<file path="src/rtl/cprv_fetch_unit.sv">
`default_nettype none
// ============================================================================
//  Module   : cprv_fetch_unit
//  Purpose  : Instruction fetch for the cprv64g pipeline. Generates sequential
//             PCs, keeps up to MAX_OUTSTANDING imem requests in flight and
//             buffers returned instructions (with PCs) toward decode.
//             A redirect restarts fetch, flushes the buffer and marks every
//             in-flight request stale so its response is discarded.
//  Revision : 1.0  initial release
// ============================================================================
module cprv_fetch_unit #(
  parameter int                    INSTR_WIDTH     = 32,
  parameter int                    DATA_WIDTH      = 64,
  parameter logic [DATA_WIDTH-1:0] RESET_PC        = '0,
  parameter int                    FIFO_DEPTH      = 4,
  parameter int                    MAX_OUTSTANDING = 2
) (
  input  logic                   clk,
  input  logic                   rst,
  output logic                   valid_imem_o,
  input  logic                   ready_imem_i,
  output logic [DATA_WIDTH-1:0]  instr_addr_imem_o,
  input  logic                   valid_if_i,
  output logic                   ready_if_o,
  input  logic [DATA_WIDTH-1:0]  instr_data_imem_i,
  input  logic                   redirect_valid_i,
  input  logic [DATA_WIDTH-1:0]  redirect_pc_i,
  output logic                   valid_id_o,
  input  logic                   ready_id_i,
  output logic [INSTR_WIDTH-1:0] instr_data_id_o,
  output logic [DATA_WIDTH-1:0]  instr_pc_id_o
);

  localparam int c_FQ_AW  = $clog2(FIFO_DEPTH);
  localparam int c_FQ_CW  = $clog2(FIFO_DEPTH + 1);
  localparam int c_IF_AW  = (MAX_OUTSTANDING > 1) ? $clog2(MAX_OUTSTANDING) : 1;
  localparam int c_IF_CW  = $clog2(MAX_OUTSTANDING + 1);
  localparam int c_SUM_W  = ((c_IF_CW > c_FQ_CW) ? c_IF_CW : c_FQ_CW) + 1;

  localparam logic [c_IF_CW-1:0]    c_IF_MAX   = c_IF_CW'(MAX_OUTSTANDING);
  localparam logic [c_IF_AW-1:0]    c_IF_LAST  = c_IF_AW'(MAX_OUTSTANDING - 1);
  localparam logic [c_SUM_W-1:0]    c_FQ_LIMIT = c_SUM_W'(FIFO_DEPTH);
  localparam logic [DATA_WIDTH-1:0] c_PC_STEP  = DATA_WIDTH'(4);

  // Fetch PC and in-flight request queue (each entry {pc, stale})
  logic [DATA_WIDTH-1:0]      r_pc;
  logic [DATA_WIDTH-1:0]      r_if_pc [MAX_OUTSTANDING];
  logic [MAX_OUTSTANDING-1:0] r_if_stale;
  logic [c_IF_AW-1:0]         r_if_wr;
  logic [c_IF_AW-1:0]         r_if_rd;
  logic [c_IF_CW-1:0]         r_if_cnt;

  // Instruction buffer toward decode (each entry {instr, pc})
  logic [INSTR_WIDTH-1:0]     r_fq_instr [FIFO_DEPTH];
  logic [DATA_WIDTH-1:0]      r_fq_pc    [FIFO_DEPTH];
  logic [c_FQ_AW-1:0]         r_fq_wr;
  logic [c_FQ_AW-1:0]         r_fq_rd;
  logic [c_FQ_CW-1:0]         r_fq_cnt;

  logic [c_SUM_W-1:0]         w_credit_used;
  logic                       w_req_fire;
  logic                       w_rsp_fire;
  logic [DATA_WIDTH-1:0]      w_head_pc;
  logic                       w_head_stale;
  logic [INSTR_WIDTH-1:0]     w_sel;
  logic                       w_fq_push;
  logic                       w_fq_pop;
  logic [c_IF_AW-1:0]         w_if_wr_nxt;
  logic [c_IF_AW-1:0]         w_if_rd_nxt;
  logic                       w_unused;

  // Stale requests still hold a FIFO slot reservation until they return,
  // so the credit check uses registered counts only.
  assign w_credit_used     = c_SUM_W'(r_if_cnt) + c_SUM_W'(r_fq_cnt);
  assign valid_imem_o      = ~rst & (r_if_cnt < c_IF_MAX) & (w_credit_used < c_FQ_LIMIT);
  assign instr_addr_imem_o = r_pc;
  assign ready_if_o        = ~rst;

  assign w_req_fire   = valid_imem_o & ready_imem_i;
  assign w_rsp_fire   = valid_if_i & ready_if_o & (r_if_cnt != '0);
  assign w_head_pc    = r_if_pc[r_if_rd];
  assign w_head_stale = r_if_stale[r_if_rd];
  // imem returns the aligned 8-byte word; PC bit 2 picks the half
  assign w_sel        = w_head_pc[2] ? instr_data_imem_i[2*INSTR_WIDTH-1:INSTR_WIDTH]
                                     : instr_data_imem_i[INSTR_WIDTH-1:0];
  assign w_fq_push    = w_rsp_fire & ~w_head_stale & ~redirect_valid_i;

  assign valid_id_o      = (r_fq_cnt != '0) & ~redirect_valid_i;
  assign w_fq_pop        = valid_id_o & ready_id_i;
  assign instr_data_id_o = r_fq_instr[r_fq_rd];
  assign instr_pc_id_o   = r_fq_pc[r_fq_rd];

  // In-flight pointers wrap explicitly so MAX_OUTSTANDING = 1 also works
  assign w_if_wr_nxt = (r_if_wr == c_IF_LAST) ? '0 : r_if_wr + c_IF_AW'(1);
  assign w_if_rd_nxt = (r_if_rd == c_IF_LAST) ? '0 : r_if_rd + c_IF_AW'(1);

  // Redirect targets are word aligned; the low bits are dropped on purpose
  assign w_unused = ^redirect_pc_i[1:0];

  // Control state: PC, queue pointers/counts, stale tracking
  always_ff @(posedge clk) begin
    if (rst) begin
      r_pc       <= RESET_PC;
      r_if_wr    <= '0;
      r_if_rd    <= '0;
      r_if_cnt   <= '0;
      r_if_stale <= '0;
      r_fq_wr    <= '0;
      r_fq_rd    <= '0;
      r_fq_cnt   <= '0;
    end else begin
      if (redirect_valid_i)
        r_pc <= {redirect_pc_i[DATA_WIDTH-1:2], 2'b00};
      else if (w_req_fire)
        r_pc <= r_pc + c_PC_STEP;

      // A redirect poisons everything in flight, including a same-cycle push
      if (redirect_valid_i)
        r_if_stale <= '1;
      else if (w_req_fire)
        r_if_stale[r_if_wr] <= 1'b0;

      if (w_req_fire) r_if_wr <= w_if_wr_nxt;
      if (w_rsp_fire) r_if_rd <= w_if_rd_nxt;
      case ({w_req_fire, w_rsp_fire})
        2'b10:   r_if_cnt <= r_if_cnt + c_IF_CW'(1);
        2'b01:   r_if_cnt <= r_if_cnt - c_IF_CW'(1);
        default: ;
      endcase

      if (redirect_valid_i) begin
        r_fq_wr  <= '0;
        r_fq_rd  <= '0;
        r_fq_cnt <= '0;
      end else begin
        if (w_fq_push) r_fq_wr <= r_fq_wr + c_FQ_AW'(1);
        if (w_fq_pop)  r_fq_rd <= r_fq_rd + c_FQ_AW'(1);
        case ({w_fq_push, w_fq_pop})
          2'b10:   r_fq_cnt <= r_fq_cnt + c_FQ_CW'(1);
          2'b01:   r_fq_cnt <= r_fq_cnt - c_FQ_CW'(1);
          default: ;
        endcase
      end
    end
  end

  // Queue payload storage; contents are qualified by the counts, no reset needed
  always_ff @(posedge clk) begin
    if (w_req_fire)
      r_if_pc[r_if_wr] <= r_pc;
    if (w_fq_push) begin
      r_fq_instr[r_fq_wr] <= w_sel;
      r_fq_pc[r_fq_wr]    <= w_head_pc;
    end
  end

endmodule
`default_nettype wire

</file>
<file path="config.mk">
export PLATFORM = sky130hd
export DESIGN_NAME = cprv_fetch_unit
export DESIGN_NICKNAME = d
export VERILOG_FILES = /design/src/rtl/cprv_fetch_unit.sv
export SDC_FILE = /design/constraint.sdc
export NUM_CORES = 1
export LEC_CHECK = 0
export CAP_MARGIN = 20
export CORE_MARGIN = 2
export CORE_UTILIZATION = 46
export DETAILED_ROUTE_END_ITERATION = 12
export PLACE_DENSITY = 0.78
export SYNTH_ARGS = -nofsm -noshare
export SYNTH_HDL_FRONTEND = slang
export SYNTH_SLANG_ARGS = --single-unit
</file>
<file path="constraint.sdc">
create_clock -name clk -period 12.8 [get_ports clk]
set_input_delay 3.84 -clock clk [delete_from_list [all_inputs] [get_ports clk]]
set_output_delay 3.84 -clock clk [all_outputs]
set_load 0.03 [all_outputs]
</file>
Word-level counts from Yosys, hierarchy flattened
Memories as Yosys holds them, arrays and structs flattened. A register that Yosys moved wholly into a read port is not among the register bits.
Index checks and enable logic that the tools add are counted.
{"block": "classes", "n_addsub": 10, "n_lt_le_gt_ge": 5, "n_eq_ne": 4, "muxes": 23, "n_bitwise": 14, "reduce_logical": 7}
{"operator": "$mux 64", "n": 2}
{"operator": "$add 64x3->64 const B", "n": 1}
{"operator": "$mux 32", "n": 1}
{"operator": "$mux 2", "n": 6}
{"operator": "$mux 1", "n": 11}
{"operator": "$and 1x1->1", "n": 9}
{"operator": "$reduce_bool 2->1", "n": 4}
{"operator": "$add 2x1->2 const B", "n": 3}
{"operator": "$pmux 3 s2", "n": 1}
{"operator": "$add 2x3->4", "n": 1}
{"operator": "$eq 2x1->1 const B", "n": 2}
{"operator": "$eq 2x2->1 const B", "n": 2}
{"operator": "$lt 1x2->1 const B", "n": 2}
{"operator": "$lt 4x3->1 const B", "n": 1}
{"operator": "$pmux 2 s2", "n": 1}
{"operator": "$add 3x1->3 const B", "n": 1}
{"operator": "$not 1->1", "n": 3}
{"operator": "$reduce_bool 3->1", "n": 1}
{"operator": "$sub 3x1->3 const B", "n": 1}
{"operator": "$add 1x1->1 const B", "n": 2}
{"operator": "$and 2x2->2", "n": 1}
{"operator": "$lt 2x2->1 const B", "n": 1}
{"operator": "$not 2->2", "n": 1}
{"operator": "$reduce_or 2->1", "n": 1}
{"operator": "other kinds (4)", "n": 4}
{"block": "word_totals", "register_bits": 77, "ram_bits": 512, "inputBits": 134, "out_inout_bits": 163, "word_cells": 75, "memories": 3}
{"name": "r_fq_pc", "words": 4, "width": 64, "read_ports": 1, "rd_clocked_by_memory_dff": 1, "write_ports": 1, "line_no": "55", "rtl": "logic [DATA_WIDTH-1:0] r_fq_pc [FIFO_DEPTH];"}
{"name": "r_fq_instr", "words": 4, "width": 32, "read_ports": 1, "rd_clocked_by_memory_dff": 1, "write_ports": 1, "line_no": "54", "rtl": "logic [INSTR_WIDTH-1:0] r_fq_instr [FIFO_DEPTH];"}
{"name": "r_if_pc", "words": 2, "width": 64, "read_ports": 1, "rd_clocked_by_memory_dff": 1, "write_ports": 1, "line_no": "47", "rtl": "logic [DATA_WIDTH-1:0] r_if_pc [MAX_OUTSTANDING];"}

Logic depth before layout (Yosys ltp)
{"block": "depth", "word_depth": 8, "mapped_depth": 11, "mapped_depth_nobuf": 10}

Worst setup path after synthesis
No wires, ideal clock.
{"block": "synth_path", "path_kind": "input port to output port", "start": "input redirect_valid_i", "end": "output valid_id_o", "arrival_time_ps": 4859, "t_required_ps": 8960, "path_slack_ps": 4101, "cell_stages": 4, "path_buffers": 3, "cell_sequence": "clkbuf_1 -> clkbuf_1 -> buf_1 -> nor2_1"}
{"block": "synth_between", "elab_chain_len": 2}
{"element": "from (decl)", "line_no": "26", "rtl": "input logic redirect_valid_i,"}
{"element": "$not 1->1", "line_no": "88", "rtl": "assign valid_id_o = (r_fq_cnt != '0) & ~redirect_valid_i;"}
{"element": "$and 1x1->1", "line_no": "88"}
{"element": "to (decl)", "line_no": "28", "rtl": "output logic valid_id_o,"}
Every way passes these cells.

Worst setup path in the final report
{"block": "layout_path", "start": "input rst", "end": "output valid_imem_o"}
{"block": "layout_between", "elab_chain_len": 3}
{"element": "from (decl)", "line_no": "19", "rtl": "input logic rst,"}
{"element": "$not 1->1", "line_no": "75", "rtl": "assign valid_imem_o = ~rst & (r_if_cnt < c_IF_MAX) & (w_credit_used < c_FQ_LIMIT);"}
{"element": "$and 1x1->1 (2 in series)", "line_no": "75"}
{"element": "to (decl)", "line_no": "20", "rtl": "output logic valid_imem_o,"}
Every way passes these cells.

==> flow_metrics.tcl <==
set metrics [dict create \
    areaGrowthSynthToFinish_pct 24.39 \
    period_needed_ns 9.498 \
    grt_overflow 0 \
    end_kind "output port" \
    final_nets 1740 \
    finalSetupViolCount 0 \
    path_max_fanout 40 \
    cts_tree "done" \
    num-fill-cells 3688 \
    first_pass_iters 5 \
    whs_ns 0.4821 \
    finalClockSkew_ns 0.01359 \
    hold_viol 0 \
    slew_violations 0 \
    clk_pin_slew_worst_paths_ns 0.06 \
    die_area_mm2 0.05169 \
    crit_chain "buf_2 > nor4_4 > and2_1 > clkdlybuf4s50_1" \
    layoutNonFillerInstCount 2312 \
    cap_violations 0 \
    critPathMaxStageDelay_ns 0.71 \
    drc 0 \
    synthArstFlopShare 0 \
    syn_inst 1304 \
    drive_above_1_share 0.1915 \
    cts_root_buf "clkbuf_16" \
    antenna_left 0 \
    hp-class "flip-flop to flip-flop" \
    tns_ns 0 \
    cts_sinks 578 \
    post_cts_buffers 0 \
    std_cell_rows 81 \
    die-height_um 227.4 \
    synth_warnings 0 \
    clock_latency_ns 0.61 \
    io_buffers 290 \
    irDropWorstVdd_v 0.00009148 \
    dpl.hpwl_um 35350 \
    num_vias 13180 \
    syn_avg_cell_area_um2 17.60 \
    power_density_mw_per_mm2 147.6 \
    grt_usage 0.2168 \
    slew_headroom 0.2382 \
    ys_seq_area_frac 0.7223 \
    p_leak_nw 8.953 \
    clockBufferDepth 3 \
    cts_buffers 56 \
    place_congestion 0.8613 \
    routed_via_density 5.701 \
    multi_input_area_mm2 0.006022 \
    start_util 0.4679 \
    antenna_found_initial 5 \
    routed_wirelength_um 56200 \
    ys_ff_latch 578 \
    cpMaxStageDelayCell "clkdlybuf4s50_1" \
    die_w_um 227.4 \
    rsz0062_at_grt "false" \
    hold_buffers 0 \
    synth.distinct_cells 56 \
    routedWlPerCell_um 24.31 \
    yosys_most_used_dff "edfxtp_1" \
    synth-edff-count 500 \
    io_pins 297 \
    grt_pass1_wl_um 82140 \
    final_util 0.5820 \
    design.core.area_mm2 0.04905 \
    path_class "primary input to output port" \
    tightest_slew_ns 1.143 \
    cp_data_required_time_ns 8.96 \
    fin_crit_sh 0.7420 \
    grt_pass1_vias 13110 \
    final-seq-area_mm2 0.01659 \
    fmax_mhz 105.3 \
    cp.arrival_ns 5.66 \
    outcome "finished clean" \
    synth_area_mm2 0.02295 \
    critPathLaunchType "primary input" \
    h-tree-depth 2 \
    grt_max_degree 98 \
    first_iter_violations 1375 \
    cts-resized-gates 0 \
    place_inst 2203 \
]
-- cell families after synthesis --
family / Yosys count / share of synthesized area
compound gates: 110 / 0.03522
fa+ha+maj: 9 / 0.005234
simple gates: 282 / 0.06744
buf+inv: 99 / 0.01706
xor+xnor: 35 / 0.01336
mux: 190 / 0.1392
flops: 578 / 0.7223
other cells: 1 / 0.0001634
-- cell type report --
class	instances	share of cell area
clock inverter	31	0.01508
inverter	23	0.003024
multi-input combinational	630	0.2109
clock buffer	75	0.05448
sequential	578	0.5810
tap	664	0.02910
timing repair buffer	308	0.1061
antenna	3	0.0002630
-- state kept, by name, summed over array words and instances (netlist names), named ones only --
signal / flops
instr_addr_imem_o: 62
r_if_wr: 1
r_fq_pc: 248
r_fq_instr: 128
r_fq_wr: 2
r_if_rd: 1
r_if_cnt: 2
r_fq_rd: 2
r_fq_cnt: 3
r_if_pc: 124
r_if_stale: 2
-- placed cells by master, fill, tap and decap left out, types with 9 or more instances in the layout --
cell type and count:
a211oi_1 23, a21oi_1 16, a311oi_1 18, and3_1 16
buf_4 18, bufinv_16 10, clkbuf_1 13, clkbuf_16 58
clkdlybuf4s50_1 288, dfxtp_1 75, edfxtp_1 500, inv_1 19
mux2_2 94, mux4_2 94, nand2_1 42, nand3_1 28
nand4_1 26, nor2_1 60, nor3_1 24, nor4_1 16
o21ai_0 19, or3_1 11, or4_1 11, xnor2_1 26
xor2_1 9
-- cells in the mapped netlist, types with 9 or more instances --
master / number / share of area
and3_1: 16 / 0.0044
inv_1: 21 / 0.0034
a311oi_1: 18 / 0.0069
or4_1: 11 / 0.0036
and2_1: 11 / 0.0030
o21ai_0: 19 / 0.0041
nor3_1: 24 / 0.0052
mux2_2: 94 / 0.046
clkbuf_1: 53 / 0.0087
buf_1: 17 / 0.0028
dfxtp_1: 78 / 0.068
xnor2_1: 26 / 0.0099
a21oi_1: 16 / 0.0035
nand4_1: 26 / 0.0071
edfxtp_1: 500 / 0.65
nor2_1: 60 / 0.0098
nor4_1: 17 / 0.0046
nand3_1: 28 / 0.0061
or3_1: 11 / 0.0030
mux4_2: 94 / 0.092
xor2_1: 9 / 0.0034
a211oi_1: 23 / 0.0075
nand2_1: 42 / 0.0069
-- where the power goes --
group | switching [mW] | leakage, nW | total, mW | internal [mW]
clock network | 0.698 | 0.949 | 1.76 | 1.06
logic | 0.156 | 2.81 | 0.289 | 0.133
registers | 0.0543 | 5.20 | 2.17 | 2.11
-- metrics by stage --
step / total power [mW] / setup slack [ns] / instance area [µm²]
3_3_place_gp: 2.485 / 3.365 / 26550
2_1_floorplan: 2.351 / 4.101 / 22960
5_1_grt: 4.331 / 3.215 / 28540
4_1_cts: 4.244 / 3.358 / 28540
3_5_place_dp: 2.498 / 3.375 / 26550
6_report: 4.214 / 3.302 / 28550
-- final timing paths --
check / startpoint / end / slack, ns / cells past startpoint
max reg2reg: r_if_cnt[1] / instr_addr_imem_o[57] / 9.10 / 7
min: r_if_wr / r_if_wr / 0.48 / 2
min reg2reg: r_if_wr / r_if_wr / 0.48 / 2
max: rst / valid_imem_o / 3.30 / 4
-- metal layers --
layer,part of all wire,track usage
met1,0.39,0.2818
met2,0.49,0.3565
met3,0.088,0.05447
met4,0.029,0.07590
met5,0.00041,0
-- worst max-delay path, delay by kind of cell --
| kind | cells | cell delay, ns |
|---|---|---|
| buffers and inverters | 2 | 1.07 |
| AND/OR/NAND/NOR | 2 | 0.73 |
(Power assumes the default switching activity.)
